<file path="src/rtl/vlc_pkg.sv">
// vehicle_light_ctrl shared types: FSM states, car-light codes
// and the timer width helper.
package vlc_pkg;

  typedef enum logic [2:0] {
    ST_CLEAR  = 3'd0,
    ST_GREEN  = 3'd1,
    ST_YELLOW = 3'd2,
    ST_WAIT   = 3'd3,
    ST_WALK   = 3'd4,
    ST_FAULT  = 3'd5
  } vlc_state_e;

  // {green, yellow, red}
  localparam logic [2:0] LIGHT_RED    = 3'b001;
  localparam logic [2:0] LIGHT_YELLOW = 3'b010;
  localparam logic [2:0] LIGHT_GREEN  = 3'b100;

  function automatic int timer_width(
    input int a,
    input int b,
    input int c,
    input int d
  );
    int m;
    m = a;
    if (b > m) m = b;
    if (c > m) m = c;
    if (d > m) m = d;
    return (m < 2) ? 1 : $clog2(m);
  endfunction

endpackage

</file>
<file path="src/rtl/vlc_timer.sv">
// Saturating down-counter: load on state entry, count to zero,
// hold at zero.
module vlc_timer #(
  parameter int             W       = 6,
  parameter logic [W-1:0]   RST_VAL = '0
) (
  input  logic         clk,
  input  logic         rst_n,
  input  logic         load,
  input  logic [W-1:0] load_val,
  output logic         zero
);

  logic [W-1:0] count;

  always_ff @(posedge clk or negedge rst_n) begin
    if (!rst_n) begin
      count <= RST_VAL;
    end else if (load) begin
      count <= load_val;
    end else if (count != '0) begin
      count <= count - 1'b1;
    end
  end

  assign zero = (count == '0);

endmodule

</file>
<file path="src/rtl/vehicle_light_ctrl.sv">
// Vehicle signal FSM slaved to the crosswalk lights, with a
// pedestrian request latch and a light-combination interlock.
module vehicle_light_ctrl
  import vlc_pkg::*;
#(
  parameter int MIN_GREEN = 8,
  parameter int YELLOW_T  = 3,
  parameter int ALL_RED   = 2,
  parameter int WAIT_MAX  = 64
) (
  input  logic clk,
  input  logic reset,
  input  logic button,
  input  logic green_walk,
  input  logic orange_walk,
  input  logic red_hand,
  output logic car_green,
  output logic car_yellow,
  output logic car_red,
  output logic walk_req,
  output logic fault
);

  localparam int TW = timer_width(MIN_GREEN, YELLOW_T,
                                  ALL_RED, WAIT_MAX);

  localparam logic [TW-1:0] T_CLEAR  = TW'(ALL_RED - 1);
  localparam logic [TW-1:0] T_GREEN  = TW'(MIN_GREEN - 1);
  localparam logic [TW-1:0] T_YELLOW = TW'(YELLOW_T - 1);
  localparam logic [TW-1:0] T_WAIT   = TW'(WAIT_MAX - 1);

  vlc_state_e    state;
  vlc_state_e    nxt;
  logic          req_pending;
  logic          tmr_zero;
  logic          tmr_load;
  logic [TW-1:0] tmr_val;
  logic          ped_walk;
  logic          illegal;
  logic [2:0]    light;

  assign ped_walk = green_walk | orange_walk;

  // Walk/clearing lights while cars may move is as bad as a broken combo
  assign illegal =
    !$onehot({green_walk, orange_walk, red_hand}) ||
    (ped_walk && (state == ST_GREEN || state == ST_YELLOW));

  always_comb begin
    nxt = state;
    if (state == ST_FAULT || illegal) begin
      nxt = ST_FAULT;
    end else begin
      case (state)
        ST_CLEAR:  if (tmr_zero) nxt = ST_GREEN;
        ST_GREEN:  if (tmr_zero && req_pending) nxt = ST_YELLOW;
        ST_YELLOW: if (tmr_zero) nxt = ST_WAIT;
        ST_WAIT: begin
          if (tmr_zero)        nxt = ST_FAULT;
          else if (green_walk) nxt = ST_WALK;
        end
        ST_WALK:   if (red_hand) nxt = ST_CLEAR;
        default:   nxt = ST_FAULT;
      endcase
    end
  end

  assign tmr_load = (nxt != state);

  always_comb begin
    tmr_val = '0;
    light   = LIGHT_RED;
    unique case (1'b1)
      (nxt == ST_CLEAR):  tmr_val = T_CLEAR;
      (nxt == ST_GREEN): begin
        tmr_val = T_GREEN;
        light   = LIGHT_GREEN;
      end
      (nxt == ST_YELLOW): begin
        tmr_val = T_YELLOW;
        light   = LIGHT_YELLOW;
      end
      (nxt == ST_WAIT):   tmr_val = T_WAIT;
      default:            tmr_val = '0;
    endcase
  end

  vlc_timer #(
    .W       (TW),
    .RST_VAL (T_CLEAR)
  ) u_timer (
    .clk      (clk),
    .rst_n    (reset),
    .load     (tmr_load),
    .load_val (tmr_val),
    .zero     (tmr_zero)
  );

  always_ff @(posedge clk or negedge reset) begin
    if (!reset) begin
      state       <= ST_CLEAR;
      req_pending <= 1'b0;
      car_green   <= 1'b0;
      car_yellow  <= 1'b0;
      car_red     <= 1'b1;
      walk_req    <= 1'b0;
      fault       <= 1'b0;
    end else begin
      state <= nxt;
      // A press on the WALK entry edge must survive the clear
      if (button) begin
        req_pending <= 1'b1;
      end else if (nxt == ST_WALK && state != ST_WALK) begin
        req_pending <= 1'b0;
      end
      {car_green, car_yellow, car_red} <= light;
      walk_req <= (nxt == ST_WAIT);
      fault    <= (nxt == ST_FAULT);
    end
  end

endmodule

</file>
<file path="config.mk">
export PLATFORM = sky130hd
export DESIGN_NAME = vehicle_light_ctrl
export DESIGN_NICKNAME = d
export VERILOG_FILES = /design/src/rtl/vlc_pkg.sv /design/src/rtl/vlc_timer.sv /design/src/rtl/vehicle_light_ctrl.sv
export SDC_FILE = /design/constraint.sdc
export NUM_CORES = 1
export LEC_CHECK = 0
export CORE_ASPECT_RATIO = 0.9
export CORE_MARGIN = 5
export CORE_UTILIZATION = 45
export DETAILED_ROUTE_END_ITERATION = 10
export GPL_ROUTABILITY_DRIVEN = 0
export PLACE_DENSITY = 0.7
export SETUP_SLACK_MARGIN = 0.05
export SLEW_MARGIN = 20
export SYNTH_ARGS = -nofsm -noshare
export SYNTH_HDL_FRONTEND = slang
export SYNTH_HIERARCHICAL = 1
export SYNTH_SLANG_ARGS = --single-unit
</file>
<file path="constraint.sdc">
create_clock -name clk -period 3.56 [get_ports clk]
set_input_delay 0.356 -clock clk [delete_from_list [all_inputs] [get_ports clk]]
set_output_delay 0.356 -clock clk [all_outputs]
set_load 0.01 [all_outputs]
</file>
==> results.tsv <==
metric	value	unit
Max Freq	324.5	MHz
initial antenna violation count	0	
Async SR Flop Fraction	100.0	%
DR vias	708	
slew margin rel.	53.32	%
CTS max path bufs	2	
row count	16	
total grt overflow	0	
Setup Buffers After CTS	0	
crit path max fanout	14	
Remaining DRCs	0	
placed wire-length estimate	1.338	mm
Final Skew	0.001426	ns
GR Util met2	21.76	%
startpoint types	primary input	
Starting Density	46.47	%
die height	54.83	µm
Final Hold Viols	0	
Mapped Cells	100	
WL final	1.790	mm
share of post-route cells with drive strength above 1	21.30	%
ANT nets after route	0	
top_reg_cell synth	dfrtp_1	
Yosys top cell by area	dfrtp_1	
clock slew at reported path FFs	0.09	ns
GRT busiest layer	met2	
final setup fails	0	
post-CTS sizing	0	
pwr/cell area	253.0	nW/µm²
M1 GR Usage	14.84	%
CTS H-tree depth	1	
Layout area overhead	10.59	%
die width	59.81	µm
Pwr Total	0.0002811	W
Critical Path RT	3.70	ns
VDD IR max	0.1535	mV
status	finished clean	
Initial DRC Count	12	
worst-margin pin slew	0.6980	ns
top post-synthesis cells by area	dfrtp_1 (32%), dfstp_2 (5.2%), buf_6 (4.5%)	
Avg WL per Cell	13.26	µm
IO Count	11	
TritonCTS clock tree	built	
WS Path Type	primary input to register	
Root Buffer	clkbuf_4	
vias in the first global route	705	
Nets	118	
Pleak	0.4503	nW
YS warnings	6	
RSZ-0062 raised after global routing	false	
period utilization	86.57	%
DRT Pass-1 Iters	4	
core box area	2162	µm²
synth unique cells	45	
Post-Syn Area	1005	µm²
Tmin final	3.082	ns
worst skew pair latency	0.27	ns
most instantiated cells after synthesis	dfrtp_1 (13), inv_1 (10), nand2_1 (7), nor2_1 (6)	
CTS buffer count	3	
Yosys reg bits	15	
first-pass GRT wire length	3.001	mm
Max Slew Vio Count	0	
# hold bufs at CTS	0	
synthesized net count	109	
Die Area	3279	µm²
count leader, synth	dfrtp_1	
Via density	5.244	
Clock Sinks	15	
ANT cells	0	
TNS Setup	0	ns
fin util	51.39	%
number of synthesized flops with an enable pin	0	
total track usage	12.10	%
top-area cell type share of the netlist area	32.38	%
port bufs	10	
largest net degree at the start of global routing	16	
critical path endpoint category	register	
HP Class	primary input to asynchronous set/reset pin	
WP data arrival	3.22	ns
syn_area_per_cell	10.05	µm²
GR met3 Demand/Resource	0.7075	%
sequential area share after synthesis	37.61	%
MaxCap Viol Count	0	
report_power, final:
group	switching (W)	total, W	internal [W]
clock network	0.0000502	0.0000935	0.0000433
registers	0.0000000000000000000149	0.000170	0.000170
logic	0.00000964	0.0000172	0.00000761
registers in the layout, indices dropped and copies added (netlist names):
register	cells
car_green	1
car_red	1
car_yellow	1
fault	1
req_pending	1
state	3
u_timer/count	6
walk_req	1
critical path, cell delays in order:
cell	delay, ns
clkdlybuf4s50_1	0.59
inv_1	0.10
fa_1	0.48
nor2b_1	0.27
and2_2	0.23
o311a_1	0.21
xor2_1	0.15
nand3_1	0.36
nand2b_1	0.29
a21oi_1	0.15
a221oi_2	0.05
per-layer routing:
layer	share of wire [%]	up-vias
met2	47	11
met4	1.1	0
li1	-	362
met5	0	-
met3	3.1	2
met1	49	333
cells by family after synthesis:
kind of cell,count (synthesis),share of synthesized area [%]
muxes,1,0.9963
DFF,15,37.61
and+or+nand+nor,37,24.29
buffers and inverters,17,9.838
AOI/OAI and AO/OA,21,17.56
adders and majority gates,3,4.483
xor gates and xnor gates,6,5.231
final timing paths:
check / from / endpoint / depth (start not counted) / slack, ns
worst max register to register: u_timer/count[4] / u_timer/count[1] / 10 / 0.70
worst min-delay path: reset / req_pending / 1 / 0.50
worst min register to register: req_pending / req_pending / 1 / 0.50
worst max-delay path: green_walk / u_timer/count[1] / 11 / 0.48
min in group clk: req_pending / req_pending / 1 / 0.50
max in group asynchronous: reset / car_yellow / 1 / 2.62
placed cells by master (no fill, tap or decap), drive strengths merged, types with 4 or more instances in the layout:
cell type,netlist,layout
nor2,8,8
inv,10,10
dfrtp,13,13
o21ai,4,4
a21oi,4,4
clkbuf,1,4
nand2,7,7
clkdlybuf4s50,0,10
nor3,6,6
metrics by stage:
step / std cells / hold slack [ns] / setup WS [ns] / instance area (µm²)
CTS: 135 / 0.5021 / 0.4501 / 1111
global route: 135 / 0.5285 / 0.2569 / 1111
detailed placement: 131 / 0.4807 / 0.1312 / 1085
floorplan: 100 / 0.06041 / 0.9873 / 1005
global placement: 131 / 0.4787 / 0.2652 / 1085
finish: 135 / 0.4975 / 0.4780 / 1111
final cells by class:
| class | count | area [µm²] |
|---|---|---|
| Fill cell | 209 | 1051 |
| Multi-Input combinational cell | 68 | 528.0 |
| Inverter | 10 | 37.54 |
| Sequential cell | 15 | 377.9 |
| Timing Repair Buffer | 11 | 107.6 |
| Tap cell | 27 | 33.78 |
| Clock buffer | 4 | 26.28 |
Power figures use the tool's default switching activity.
